==> config.mk <==
export PLATFORM = sky130hd
export DESIGN_NAME = acc_stream_arbiter
export DESIGN_NICKNAME = d
export VERILOG_FILES = /design/src/rtl/acc_stream_arbiter.sv
export SDC_FILE = /design/constraint.sdc
export NUM_CORES = 1
export LEC_CHECK = 0
export ABC_AREA = 1
export CORE_AREA = 2 2 186 188
export DETAILED_ROUTE_END_ITERATION = 16
export DIE_AREA = 0 0 188 190
export DONT_BUFFER_PORTS = 1
export HOLD_SLACK_MARGIN = 0.15
export PLACE_DENSITY = 0.31
export REMOVE_ABC_BUFFERS = 1
export SYNTH_ARGS = -nofsm -noshare
export SYNTH_HDL_FRONTEND = slang
export SYNTH_SLANG_ARGS = --single-unit
==> constraint.sdc <==
create_clock -name clk -period 2.1 [get_ports clk]
set_input_delay 0.42 -clock clk [delete_from_list [all_inputs] [get_ports clk]]
set_output_delay 0.42 -clock clk [all_outputs]
set_load 0.01 [all_outputs]
==> src/rtl/acc_stream_arbiter.sv <==
// acc_stream_arbiter
//   Shares one accelerator unit between NUM_REQ requester streams. A grant
//   covers a whole batch: NUM_IN words from the winner into the unit, then
//   NUM_OUT result words from the unit back to that same requester. Batches
//   are atomic, and winners are picked round-robin.
//
// Ports
//   clk, rst_n                  clock, asynchronous active-low reset
//   req_valid/req_data/req_ready  per-requester input streams (data packed,
//                                 requester i at [i*DATA_W +: DATA_W])
//   rsp_valid/rsp_ready         per-requester result handshake
//   rsp_data                    shared result word, qualify with rsp_valid
//   acc_in_*                    to the unit's consumer port
//   acc_out_*                   from the unit's producer port
//   grant_id                    requester owning the unit
//   busy                        high while a batch is in progress
//   batch_done                  one-cycle pulse after the last result word
module acc_stream_arbiter #(
    parameter int NUM_REQ = 4,
    parameter int NUM_IN  = 64,
    parameter int NUM_OUT = 64,
    parameter int DATA_W  = 64,
    localparam int GW = (NUM_REQ > 1) ? $clog2(NUM_REQ) : 1
) (
    input  logic                      clk,
    input  logic                      rst_n,
    input  logic [NUM_REQ-1:0]        req_valid,
    input  logic [NUM_REQ*DATA_W-1:0] req_data,
    output logic [NUM_REQ-1:0]        req_ready,
    output logic [NUM_REQ-1:0]        rsp_valid,
    output logic [DATA_W-1:0]         rsp_data,
    input  logic [NUM_REQ-1:0]        rsp_ready,
    output logic                      acc_in_valid,
    output logic [DATA_W-1:0]         acc_in_data,
    input  logic                      acc_in_ready,
    input  logic                      acc_out_valid,
    input  logic [DATA_W-1:0]         acc_out_data,
    output logic                      acc_out_ready,
    output logic [GW-1:0]             grant_id,
    output logic                      busy,
    output logic                      batch_done
);

    localparam int CW = $clog2((NUM_IN > NUM_OUT) ? NUM_IN : NUM_OUT) + 1;

    typedef enum logic [1:0] {S_IDLE, S_FEED, S_DRAIN} state_t;

    state_t                          state;
    logic [CW-1:0]                   in_cnt;
    logic [CW-1:0]                   out_cnt;
    logic [GW-1:0]                   last_grant;
    logic [GW-1:0]                   winner;
    logic [NUM_REQ-1:0][DATA_W-1:0]  req_word;

    assign req_word = req_data;

    // Round-robin pick: scan from the far end back toward last_grant+1 so the
    // nearest valid requester after last_grant is the one left standing.
    always_comb begin
        logic [GW-1:0] cand;
        winner = '0;
        cand   = '0;
        for (int k = NUM_REQ; k >= 1; k--) begin
            cand = GW'((int'(last_grant) + k) % NUM_REQ);
            if (req_valid[cand]) winner = cand;
        end
    end

    // Datapath steering: only the granted requester sees the unit, and only
    // the port belonging to the current phase is opened.
    always_comb begin
        acc_in_valid  = 1'b0;
        acc_in_data   = '0;
        req_ready     = '0;
        rsp_valid     = '0;
        rsp_data      = '0;
        acc_out_ready = 1'b0;
        case (state)
            S_FEED: begin
                acc_in_valid        = req_valid[grant_id];
                acc_in_data         = req_word[grant_id];
                req_ready[grant_id] = acc_in_ready;
            end
            S_DRAIN: begin
                rsp_valid[grant_id] = acc_out_valid;
                rsp_data            = acc_out_data;
                acc_out_ready       = rsp_ready[grant_id];
            end
            default: ;
        endcase
    end

    always_ff @(posedge clk or negedge rst_n) begin
        if (!rst_n) begin
            state      <= S_IDLE;
            in_cnt     <= '0;
            out_cnt    <= '0;
            grant_id   <= '0;
            last_grant <= GW'(NUM_REQ - 1);
            busy       <= 1'b0;
            batch_done <= 1'b0;
        end else begin
            batch_done <= 1'b0;
            case (state)
                S_IDLE: begin
                    if (|req_valid) begin
                        grant_id <= winner;
                        in_cnt   <= '0;
                        busy     <= 1'b1;
                        state    <= S_FEED;
                    end
                end
                S_FEED: begin
                    if (acc_in_valid && acc_in_ready) begin
                        in_cnt <= in_cnt + 1'b1;
                        if (in_cnt == CW'(NUM_IN - 1)) begin
                            out_cnt <= '0;
                            state   <= S_DRAIN;
                        end
                    end
                end
                S_DRAIN: begin
                    if (acc_out_valid && acc_out_ready) begin
                        out_cnt <= out_cnt + 1'b1;
                        if (out_cnt == CW'(NUM_OUT - 1)) begin
                            batch_done <= 1'b1;
                            last_grant <= grant_id;
                            busy       <= 1'b0;
                            state      <= S_IDLE;
                        end
                    end
                end
                default: state <= S_IDLE;
            endcase
        end
    end

endmodule

==> metrics.md, run 1 <==
| Metric | Value |
|---|---|
| Port Buf Inserts | `0` |
| CP top delay family | `buffers and inverters` |
| CP max stage delay | `510 ps` |
| VDD IR max | `0.219 mV` |
| Buf/Inv on CP | `5` |
| Worst Path Required | `1680 ps` |
| Worst-Margin Slew | `498 ps` |
| Iteration count of the initial detailed-routing pass | `5` |
| Relative slew slack | `66.7%` |
| Outcome | `finished, violations left` |
| H-tree Lvls | `1` |
| Count of unique library cells instantiated by Yosys | `28` |
| Post-synthesis register bit count | `22` |
| Initial core utilization | `11.9%` |
| Area delta synth->final | `47.4%` |
| Final Wtd Congestion | `0.824` |
| Yosys warns | `0` |
| Vias per cell | `4.57` |
| Final Hold Fails | `0` |
| Min cycle time layout | `2220 ps` |
| Worst skew pair latency | `270 ps` |
| Chip height | `190 um` |
| Max-cap viol count | `0` |
| Clock slew at reported path FFs | `60 ps` |
| Slew Viols, Final | `0` |
| Worst Path Arrival | `1800 ps` |
| Worst R2R Setup Slack | `250 ps` |
| Die Footprint | `35700 um2` |
| Final Hold Slack | `502 ps` |
| Final worst slack | `-121 ps` |
| RSZ-0062 raised after global routing | `true` |
| Clk buf depth | `2` |
| CTS root buf | `clkbuf_16` |
| Critical path, cell by cell | `buf_12 > nor2_4 > buf_12 > buf_12 > buf_16 > nand2_1 > a41oi_2 > buf_4` |
| Routed len/inst | `20.3 um` |
| Mean post-synth cell area | `5.46 um2` |
| Area post-placement | `4920 um2` |
| Register area share after synthesis | `13.7%` |
| Overflow after GRT | `0` |
| Die X | `188 um` |
| Critical path's slowest cell | `dfrtp_4` |
| Core area | `33900 um2` |
| DRC | `0` |
| Total GRT Usage | `12.2%` |
| Clock sink count | `22` |
| Largest net degree at the start of global routing | `66` |
| Clk_skew | `4.30 ps` |
| Finished Cell Area | `5950 um2` |
| First-pass GRT wire length | `33300 um` |
| Critical-path maximum fanout | `7` |
| DRT iter0 DRCs | `386` |
| Crit end category | `primary output` |
| Routed WL | `25000 um` |
| CTS buffer count | `3` |
| # setup viols final | `59` |
| Detailed-route via count | `5644` |
| Initial antenna violation count | `4` |
| Max Clk Rate | `450 MHz` |
| Final worst path period share | `106%` |
| Critical path class | `flop to primary output` |
| Post-Syn Area | `4040 um2` |
| Leakage | `2.46 nW` |
| Post-DRT Antenna Nets | `0` |
| Row cnt | `68` |
| Share of cells above drive strength 1 | `24.0%` |
| Layout Nets | `1114` |
| # IOs | `474` |
| Vias in the first global route | `5077` |
| Syn Inst Count | `740` |
| Hold WC Path Type | `flop to flop` |
| Cell mode on critical path | `buf_12` |
| Worst setup SP type | `flop` |
| Violated checks | `negative setup slack` |
| CTS tree | `yes` |
| Post-DP HPWL | `17400 um` |
| Core Util, Final | `17.5%` |
| P per Cell Area | `228 nW/um2` |
-- worst reg2reg max path, delay by kind of cell (launching register included) --
family / cells / cell delay (ps)
simple gates: 7 / 660
compound gates: 1 / 120
flops: 1 / 510
buf+inv: 3 / 460
-- metal layers --
| metal | global-route usage (%) | routed length (um) | vias to the layer above |
|---|---|---|---|
| li1 | - | - | 2539 |
| met1 | 15.3 | 10200 | 2727 |
| met2 | 20.1 | 11900 | 326 |
| met3 | 3.27 | 2100 | 48 |
| met4 | 4.60 | 832 | 4 |
| met5 | 0 | 27 | - |
-- state kept, by name (all words and copies together) (netlist names) --
name	count
busy	1
batch_done	1
state	2
grant_id	2
out_cnt	7
last_grant	2
in_cnt	7
-- cell type report --
| cell class | count | area [um2] |
|---|---|---|
| multi-input cells | 566 | 3180 |
| flip-flops and latches | 22 | 558 |
| repair buffers | 94 | 1180 |
| inverters | 93 | 354 |
| fillers | 3903 | 28000 |
| well taps | 455 | 569 |
| diodes | 2 | 5.00 |
| clock inverters | 1 | 30.0 |
| clock buffers | 3 | 75.1 |
-- cells in the final DEF (no fill, tap or decap), types with 5 or more instances in the layout --
cell type / synthesis / final
clkbuf_16: 0 / 8
buf_4: 5 / 60
nand4_1: 6 / 6
a41oi_1: 63 / 27
a41oi_2: 1 / 37
nor2_1: 88 / 86
buf_12: 0 / 17
xor2_1: 5 / 5
a21oi_1: 9 / 8
nand2_2: 4 / 20
inv_1: 88 / 86
nand2_1: 218 / 198
nand2_4: 5 / 9
inv_2: 5 / 6
nand3_1: 150 / 147
dfrtp_1: 20 / 18
-- metrics by stage --
stage	total power, mW	cells	setup slack, ps	TNS, ps
2_1_floorplan	0.717	681	-1580	-127910
3_3_place_gp	0.780	1204	169	0
3_5_place_dp	0.776	1204	126	0
4_1_cts	1.37	1228	-116	-4390
5_1_grt	1.44	1235	-194	-7660
6_report	1.36	1236	-121	-3340
-- logic make-up after synthesis --
logic type,synth area share [%]
AO/OA/AOI/OAI,16.2
XOR/XNOR,1.08
adder cells (fa/ha/maj),0.619
buffers and inverters,16.9
flip-flops,13.7
AND/OR/NAND/NOR,51.5
-- synth_stat cells --
cell / instances / share of area (%)
o21ai_2: 1 / 0.22
nand2_1: 218 / 20
nand2_4: 5 / 1.4
o21a_1: 1 / 0.19
o21ai_0: 2 / 0.25
buf_6: 8 / 2.2
or2_2: 2 / 0.31
ha_1: 2 / 0.62
dfstp_2: 2 / 1.3
a41oi_2: 1 / 0.40
nor2_1: 88 / 8.2
nand3_4: 1 / 0.43
buf_2: 25 / 3.1
buf_4: 5 / 0.93
nand3_1: 150 / 19
and3_1: 1 / 0.15
inv_2: 5 / 0.46
clkbuf_1: 21 / 2.0
nor2_2: 2 / 0.31
inv_1: 88 / 8.2
nor3b_1: 2 / 0.37
nand4_1: 6 / 0.93
a41oi_1: 63 / 14
o21ai_1: 3 / 0.37
nand2_2: 4 / 0.62
a21oi_1: 9 / 1.1
xor2_1: 5 / 1.1
dfrtp_1: 20 / 12
-- where the power goes --
part           total, mW  switching (mW)  leakage, nW  internal (mW)
Sequential         0.493          0.0370        0.286          0.456
Clock              0.555           0.175       0.0511          0.380
Combinational      0.308           0.193         2.12          0.116
Total               1.36           0.405         2.46          0.951
-- final timing paths --
kind                        startpoint         endpoint  cells past startpoint
setup / recovery           grant_id[0]  acc_in_data[43]                      8
hold / removal              out_cnt[1]       out_cnt[1]                      2
setup reg to reg           grant_id[0]       out_cnt[3]                     11
hold reg to reg             out_cnt[1]       out_cnt[1]                      2
max in group asynchronous        rst_n    last_grant[0]                      2
min in group asynchronous        rst_n         state[0]                      2
-- timing repair --
action,CTS,global route
hold endpoints to repair,22,0
hold buffers,2,0
pin swaps,2,7
endpoints found under the setup margin,65,70
cloned,7,5
gates resized for setup,44,40
setup buffers,11,2
(Power assumes the default switching activity.)
==> inputs of run 2 (changes only) <==
Settings changed: ABC_AREA 1 to default, CORE_AREA 2 2 186 188 to 3 3 184 186, DIE_AREA 0 0 188 190 to 0 0 187 189.
==> run 2 against run 1 <==
Compared with the run above:
- the flow still finishes with violations (negative setup slack)
- clock-buffer cell count is the same
- hold slack lost 120 ps
- worst setup slack lost 0.67 ps
- critical path type unchanged
- critical endpoint is now acc_in_data[12]
- highest routed layer unchanged
==> metrics.md, run 2 <==
| Metric | Value |
|---|---|
| Largest net degree at the start of global routing | `67 (was 66)` |
| Area delta synth->final | `31.4% (was 47.4%)` |
| Setup WS pre-CTS | `68.2 ps (was 126 ps)` |
| Clock slew at reported path FFs | `60 ps (about the same)` |
| Synth Area in Simple Gates | `31.4% (was 51.5%)` |
| Crit end category | `primary output (unchanged)` |
| CTS root buf | `clkbuf_16 (unchanged)` |
| Vias per cell | `4.13 (was 4.57)` |
| Vias in the first global route | `3254 (was 5077)` |
| Area contributors post-synth | `mux4_2 41%, and2_1 23%, dfrtp_1 14% (was nand2_1 20%, nand3_1 19%, a41oi_1 14%)` |
| # IOs | `474 (unchanged)` |
| Leakage | `1.80 nW (was 2.46 nW)` |
| Synth Area in XOR/XNOR | `0.239% (was 1.08%)` |
| Register area share after synthesis | `15.1% (was 13.7%)` |
| Outcome | `finished, violations left (unchanged)` |
| Total GRT Usage | `11.1% (was 12.2%)` |
| DRT iter0 DRCs | `170 (was 386)` |
| RSZ-0062 raised after global routing | `true (unchanged)` |
| Core area | `32500 um2 (was 33900 um2)` |
| Fillers | `3642 (was 3903)` |
| Clock sink count | `22 (unchanged)` |
| Routed WL | `21500 um (was 25000 um)` |
| Finished Cell Area | `4810 um2 (was 5950 um2)` |
| Post-synthesis register bit count | `22 (unchanged)` |
| Yosys warns | `0 (unchanged)` |
| Detailed-route via count | `3336 (was 5644)` |
| Post-synthesis adder-cell area fraction | `0.684% (was 0.620%)` |
| Post-DRT Antenna Nets | `0 (unchanged)` |
| First-pass GRT wire length | `28200 um (was 33300 um)` |
| Min cycle time layout | `2220 ps (about the same)` |
| Overflow after GRT | `0 (unchanged)` |
| Initial antenna violation count | `10 (was 4)` |
| Commonest cells post-synth | `133 x and2_1, 66 x mux4_2, 23 x clkbuf_1 (was 218 x nand2_1, 150 x nand3_1, 88 x inv_1, 88 x nor2_1, 63 x a41oi_1)` |
| Worst skew pair latency | `260 ps (was 270 ps)` |
| Chip height | `189 um (was 190 um)` |
| Critical-path maximum fanout | `7 (unchanged)` |
| Iteration count of the initial detailed-routing pass | `4 (was 5)` |
| Initial core utilization | `11.3% (was 11.9%)` |
| Hold WC Path Type | `primary input to flop (was flop to flop)` |
| Critical path class | `flop to primary output (unchanged)` |
| Layout Nets | `694 (was 1114)` |
| # setup viols final | `62 (was 59)` |
| Post-DP HPWL | `18300 um (was 17400 um)` |
| Final Wtd Congestion | `0.848 (was 0.824)` |
| Clk buf depth | `2 (unchanged)` |
| Post-Syn Area | `3660 um2 (was 4040 um2)` |
| Worst Path Required | `1680 ps (about the same)` |
| Final worst path period share | `106% (about the same)` |
| Area post-placement | `4260 um2 (was 4920 um2)` |
| Port Buf Inserts | `0 (unchanged)` |
| Max-cap viol count | `0 (unchanged)` |
| DRC | `0 (unchanged)` |
| Synth top area share | `40.6% (was 20.3%)` |
| Final Hold Fails | `0 (unchanged)` |
| Clk_skew | `2.92 ps (was 4.30 ps)` |
| Slew Viols, Final | `0 (unchanged)` |
| Row cnt | `66 (was 68)` |
| Worst Path Arrival | `1800 ps (about the same)` |
| Count leader, synth | `and2_1 (was nand2_1)` |
| Dominant cell type by area after synthesis | `mux4_2 (was nand2_1)` |
| Share of cells above drive strength 1 | `43.7% (was 24.0%)` |
| Mean post-synth cell area | `10.2 um2 (was 5.46 um2)` |
| Mux share of post-synthesis cell area | `42.1% (was 0%)` |
| Routed len/inst | `26.6 um (was 20.3 um)` |
| Worst setup SP type | `flop (unchanged)` |
| CTS tree | `yes (unchanged)` |
| Max Clk Rate | `450 MHz (about the same)` |
| Die X | `187 um (was 188 um)` |
| CTS buffer count | `3 (unchanged)` |
| H-tree Lvls | `1 (unchanged)` |
| Final worst slack | `-122 ps (was -121 ps)` |
| VDD IR max | `0.320 mV (was 0.219 mV)` |
| Commonest non-fill, non-tap cell in the layout | `and2_1 (was nand2_1)` |
| Biggest regs | `in_cnt (7), out_cnt (7) (unchanged)` |
| Count of unique library cells instantiated by Yosys | `43 (was 28)` |
| Fin Setup TNS | `-4350 ps (was -3340 ps)` |
| Synth Area in Compound Gates | `6.09% (was 16.2%)` |
| Die Footprint | `35300 um2 (was 35700 um2)` |
| Post-synth EDFFs | `0 (unchanged)` |
| Relative slew slack | `70.8% (was 66.7%)` |
| Most frequent cells in the layout | `90 x and2_1, 66 x mux4_2, 43 x and2_4 (was 198 x nand2_1, 147 x nand3_1, 86 x inv_1, 86 x nor2_1, 60 x buf_4)` |
| Worst R2R Setup Slack | `0 ps (was 250 ps)` |
| Largest family of logic cells by synthesized area | `multiplexers (was simple AND/OR/NAND/NOR gates)` |
| P per Cell Area | `438 nW/um2 (was 228 nW/um2)` |
| Async SR Flop Fraction | `100% (unchanged)` |
| Worst-Margin Slew | `438 ps (was 498 ps)` |
| Synth Flop Type | `dfrtp_1 (unchanged)` |
| Syn Inst Count | `358 (was 740)` |
| Violated checks | `negative setup slack (unchanged)` |
## run 2: final timing paths
check                      cells past startpoint     startpoint              end
min                                            2  acc_out_valid       batch_done
max in group asynchronous                      2          rst_n    last_grant[1]
max                                            5    grant_id[0]  acc_in_data[12]
max reg2reg                                    7    grant_id[0]         state[1]
min in group asynchronous                      2          rst_n       out_cnt[1]
min reg2reg                                    1      in_cnt[4]        in_cnt[4]
## run 2: cell families (layout without fill, tap and decap cells)
| kind of cell | count (synthesis) | count (layout) |
|---|---|---|
| fa+ha+maj | 2 | 2 |
| mux | 71 | 71 |
| buf+inv | 37 | 38 |
| compound gates | 31 | 31 |
| simple gates | 194 | 194 |
| flops | 22 | 22 |
| other cells | 0 | 7 |
| xor+xnor | 1 | 1 |
## run 2: cell type report
cell class / instances / area [um2] / area share (%)
inverters: 3 / 11.3 / 0.234
diodes: 7 / 17.5 / 0.364
multi-input cells: 299 / 3080 / 64.2
flip-flops and latches: 22 / 561 / 11.7
clock buffers: 3 / 75.1 / 1.56
clock inverters: 1 / 30.0 / 0.625
repair buffers: 31 / 474 / 9.87
well taps: 442 / 553 / 11.5
## run 2: per-stage QoR
stage / std cells / power, mW / hold slack, ps / utilization, %
global placement: 781 / 1.34 / 126 / 13.1
detailed placement: 781 / 1.36 / 125 / 13.1
CTS: 800 / 2.13 / 412 / 14.6
global route: 805 / 2.22 / 395 / 14.8
finish: 808 / 2.11 / 381 / 14.8
floorplan: 324 / 1.21 / 124 / -
## run 2: worst max-delay path: stages (launching register included)
cell	delay [ps]
dfrtp_4	490
buf_12	150
buf_12	130
buf_16	150
mux4_2	430
and2_4	180
## run 2: power breakdown
group / internal [mW] / switching (mW) / leakage [nW] / total [mW]
sequential: 0.473 / 0.0488 / 0.259 / 0.521
clock: 0.379 / 0.170 / 0.0511 / 0.549
combinational: 0.605 / 0.432 / 1.49 / 1.04
total: 1.46 / 0.651 / 1.80 / 2.11
## run 2: layer usage
layer  routed length (um)  track usage [%]
met1                 8340             13.7
met2                10900             19.8
met3                 1900             3.15
met4                  335             1.34
met5                   41                0
## run 2: repair_timing
action                                  4_1_cts  5_1_grt
pin swaps                                     1        3
gates resized for setup                      48       15
endpoints found under the setup margin       65      138
hold buffers                                  2        0
hold endpoints to repair                     22        0
buffers inserted                              8        1
cloned                                        5        0
==> inputs of run 3 (changes only) <==
Clock period 2.1 ns to 1.9 ns, I/O delays scaled along.
==> run 3 against run 2 <==
Compared with the run above:
- the flow still finishes with violations (negative setup slack)
- first-iteration DRC count up 7.6%
- worst setup slack worse by 100 ps
- wire length up 7.6%
- register-to-register slack worse by 220 ps
- flip-flop and latch count unchanged
- power up 15%
- sequential power up 13%
- cell area up 13%
- cell count up 2.7%
- utilization up 1.9 points
- largest cell class unchanged
==> metrics.md, run 3 (synthesized netlist as in run 2, its figures left out) <==
| Metric | Value |
|---|---|
| Outcome | `finished, violations left (unchanged)` |
| Violated checks | `negative setup slack (unchanged)` |
| Layout Nets | `720 (was 694)` |
| Iteration count of the initial detailed-routing pass | `4 (unchanged)` |
| Register area | `562 um2 (was 561 um2)` |
| Relative slew slack | `67.8% (was 70.8%)` |
| P per Cell Area | `449 nW/um2 (was 438 nW/um2)` |
| Internal Power | `1.66 mW (was 1.46 mW)` |
| Worst skew pair latency | `250 ps (was 260 ps)` |
| First-pass GRT wire length | `29900 um (was 28200 um)` |
| Vias per cell | `4.13 (about the same)` |
| Critical path, cell by cell | `buf_12 > buf_6 > mux4_2 > buf_6 > nand3_4 > nor3_4 > mux2_4 (was buf_12 > buf_12 > buf_16 > mux4_2 > and2_4)` |
| Final Hold Slack | `374 ps (was 381 ps)` |
| Core area | `32500 um2 (unchanged)` |
| Port Buf Inserts | `0 (unchanged)` |
| Cell mode on critical path | `buf_6 (was buf_12)` |
| Most frequent cells in the layout | `80 x and2_4, 66 x mux4_2, 53 x and2_1 (was 90 x and2_1, 66 x mux4_2, 43 x and2_4)` |
| Detailed-route via count | `3432 (was 3336)` |
| Critical path class | `flop to flop (was flop to primary output)` |
| Max-cap viol count | `0 (unchanged)` |
| Hold Startpoint | `req_valid[0] (was acc_out_valid)` |
| CTS root buf | `clkbuf_16 (unchanged)` |
| CTS buffer count | `3 (unchanged)` |
| Worst Hold Depth | `2 (unchanged)` |
| Chip height | `189 um (unchanged)` |
| Post-DP HPWL | `18800 um (was 18300 um)` |
| Initial core utilization | `11.3% (unchanged)` |
| Share of cells above drive strength 1 | `62.9% (was 43.7%)` |
| Leakage | `2.13 nW (was 1.80 nW)` |
| Critical path's slowest cell | `dfrtp_4 (unchanged)` |
| Clock slew at reported path FFs | `60 ps (about the same)` |
| H-tree Lvls | `1 (unchanged)` |
| Area of the multi-input gates | `3330 um2 (was 3080 um2)` |
| Met2 wire length | `12500 um (was 10900 um)` |
| Worst R2R Path Depth | `7 (unchanged)` |
| Worst setup SP type | `flop (unchanged)` |
| Max layer used | `met5 (unchanged)` |
| Biggest regs | `in_cnt (7), out_cnt (7) (unchanged)` |
| VDD IR max | `0.340 mV (was 0.320 mV)` |
| DRT iter0 DRCs | `183 (was 170)` |
| Worst Path Required | `2080 ps (was 1680 ps)` |
| Clock power frac | `20.6% (was 26.1%)` |
| Final Hold Fails | `0 (unchanged)` |
| Area post-placement | `4300 um2 (was 4260 um2)` |
| Overflow after GRT | `0 (unchanged)` |
| R2R Path Start | `grant_id[0] (unchanged)` |
| # setup viols final | `81 (was 62)` |
| Row cnt | `66 (unchanged)` |
| Fin Setup TNS | `-13690 ps (was -4350 ps)` |
| Commonest non-fill, non-tap cell in the layout | `and2_4 (was and2_1)` |
| RSZ-0062 raised after global routing | `true (unchanged)` |
| Crit end category | `flop (was primary output)` |
| CTS tree | `yes (unchanged)` |
| Slew Viols, Final | `0 (unchanged)` |
| Worst R2R Setup Slack | `-220 ps (was 0 ps)` |
| CP max stage delay | `520 ps (was 490 ps)` |
| Initial antenna violation count | `11 (was 10)` |
| Hold Path End | `grant_id[0] (was batch_done)` |
| Largest net degree at the start of global routing | `67 (unchanged)` |
| Die Footprint | `35300 um2 (unchanged)` |
| Core Util, Final | `16.7% (was 14.8%)` |
| Fillers | `3608 (was 3642)` |
| Switching Power | `769 uW (was 651 uW)` |
| Routed len/inst | `27.8 um (was 26.6 um)` |
| Reg2reg end | `last_grant[0] (was state[1])` |
| Post-DRT Antenna Nets | `0 (unchanged)` |
| Finished Cell Area | `5410 um2 (was 4810 um2)` |
| Seq pwr share | `24.2% (was 24.7%)` |
| Final worst path period share | `112%` |
| Final Wtd Congestion | `0.873 (was 0.848)` |
| Routed WL | `23100 um (was 21500 um)` |
| Finished Layout Cells | `830 (was 808)` |
| Worst Path Arrival | `2310 ps (was 1800 ps)` |
| Critical-path maximum fanout | `8 (was 7)` |
| Hold WC Path Type | `primary input to flop (unchanged)` |
| Total Power | `2.43 mW (was 2.11 mW)` |
| DRC | `0 (unchanged)` |
| Clk_skew | `3.18 ps (was 2.92 ps)` |
| Die X | `187 um (unchanged)` |
| Max Clk Rate | `471 MHz` |
| Placed Cells | `787 (was 781)` |
| Wl on met1 | `8210 um (was 8340 um)` |
| Total GRT Usage | `11.8% (was 11.1%)` |
| Vias in the first global route | `3496 (was 3254)` |
| Final worst slack | `-224 ps (was -122 ps)` |
| Clock sink count | `22 (unchanged)` |
| Clk buf depth | `2 (unchanged)` |
| Met3 wire len | `2110 um (was 1900 um)` |
| Setup WS pre-CTS | `-146 ps (was 68.2 ps)` |
| Worst-Margin Slew | `483 ps (was 438 ps)` |
| Min cycle time layout | `2120 ps` |
| Comb pwr share | `55.3% (was 49.2%)` |
| # IOs | `474 (unchanged)` |
| Area delta synth->final | `48.0% (was 31.4%)` |
| Sw Ratio | `31.7% (was 30.9%)` |
-- run 3: changes by cell type in the layout (fill, tap and decap cells not counted), moves of 3 or more --
| cell | delta |
|---|---|
| nand2_4 | +3 |
| diode_2 | -4 |
| nor2_4 | +3 |
| nand2b_1 | -3 |
| buf_12 | +6 |
| and2_1 | -37 |
| nor2_1 | -6 |
| buf_4 | +4 |
| buf_6 | +14 |
| and2_4 | +37 |
| nor2_2 | +3 |
| nand2b_4 | +3 |
| nand2_1 | -4 |
-- run 3: cell type report --
class | count | area share, %
Tap cell | 442 | 10.2
Inverter | 3 | 0.208
Clock buffer | 4 | 1.64
Multi-Input combinational cell | 299 | 61.6
Antenna cell | 3 | 0.139
Timing Repair Buffer | 57 | 15.8
Sequential cell | 22 | 10.4
-- run 3: timing repair --
| item | CTS | global route |
|---|---|---|
| buffers inserted | 17 | 9 |
| gates cloned | 8 | 2 |
| gates resized for setup | 138 | 30 |
| hold buffers | 2 | 0 |
| hold endpoints to repair | 22 | 0 |
| pin swaps | 12 | 4 |
| endpoints found under the setup margin | 89 | 151 |
-- run 3: power groups by stage --
| stage | combinational, mW | sequential, mW | clock [mW] |
|---|---|---|---|
| floorplan | 0.687 | 0.648 | 0 |
| global placement | 0.886 | 0.592 | 0 |
| detailed placement | 0.910 | 0.593 | 0 |
| CTS | 1.33 | 0.585 | 0.527 |
| global route | 1.43 | 0.599 | 0.542 |
| finish | 1.34 | 0.587 | 0.500 |
-- run 3: metal layers --
metal  vias up  GRT usage (%)
li1       1393              -
met2       296           22.6
met1      1707           13.2
met5         -              0
met3        24           3.94
met4        12          0.756
-- run 3: worst max-delay path by stage --
stage / from / end / slack (ps) / cells past startpoint
after floorplan: grant_id[0] / last_grant[0] / -2480 / 4
after detailed placement: grant_id[0] / last_grant[0] / -150 / 4
after CTS: grant_id[0] / acc_in_data[6] / -280 / 5
after global routing: grant_id[0] / last_grant[0] / -290 / 7
final: grant_id[0] / last_grant[0] / -220 / 7
after global placement: grant_id[0] / last_grant[0] / -150 / 4
-- run 3: worst max-delay path, delay by kind of cell, from the launching register on --
kind	cells	cell delay (ps)
mux	2	740
flops	1	520
simple gates	2	410
buf+inv	3	380
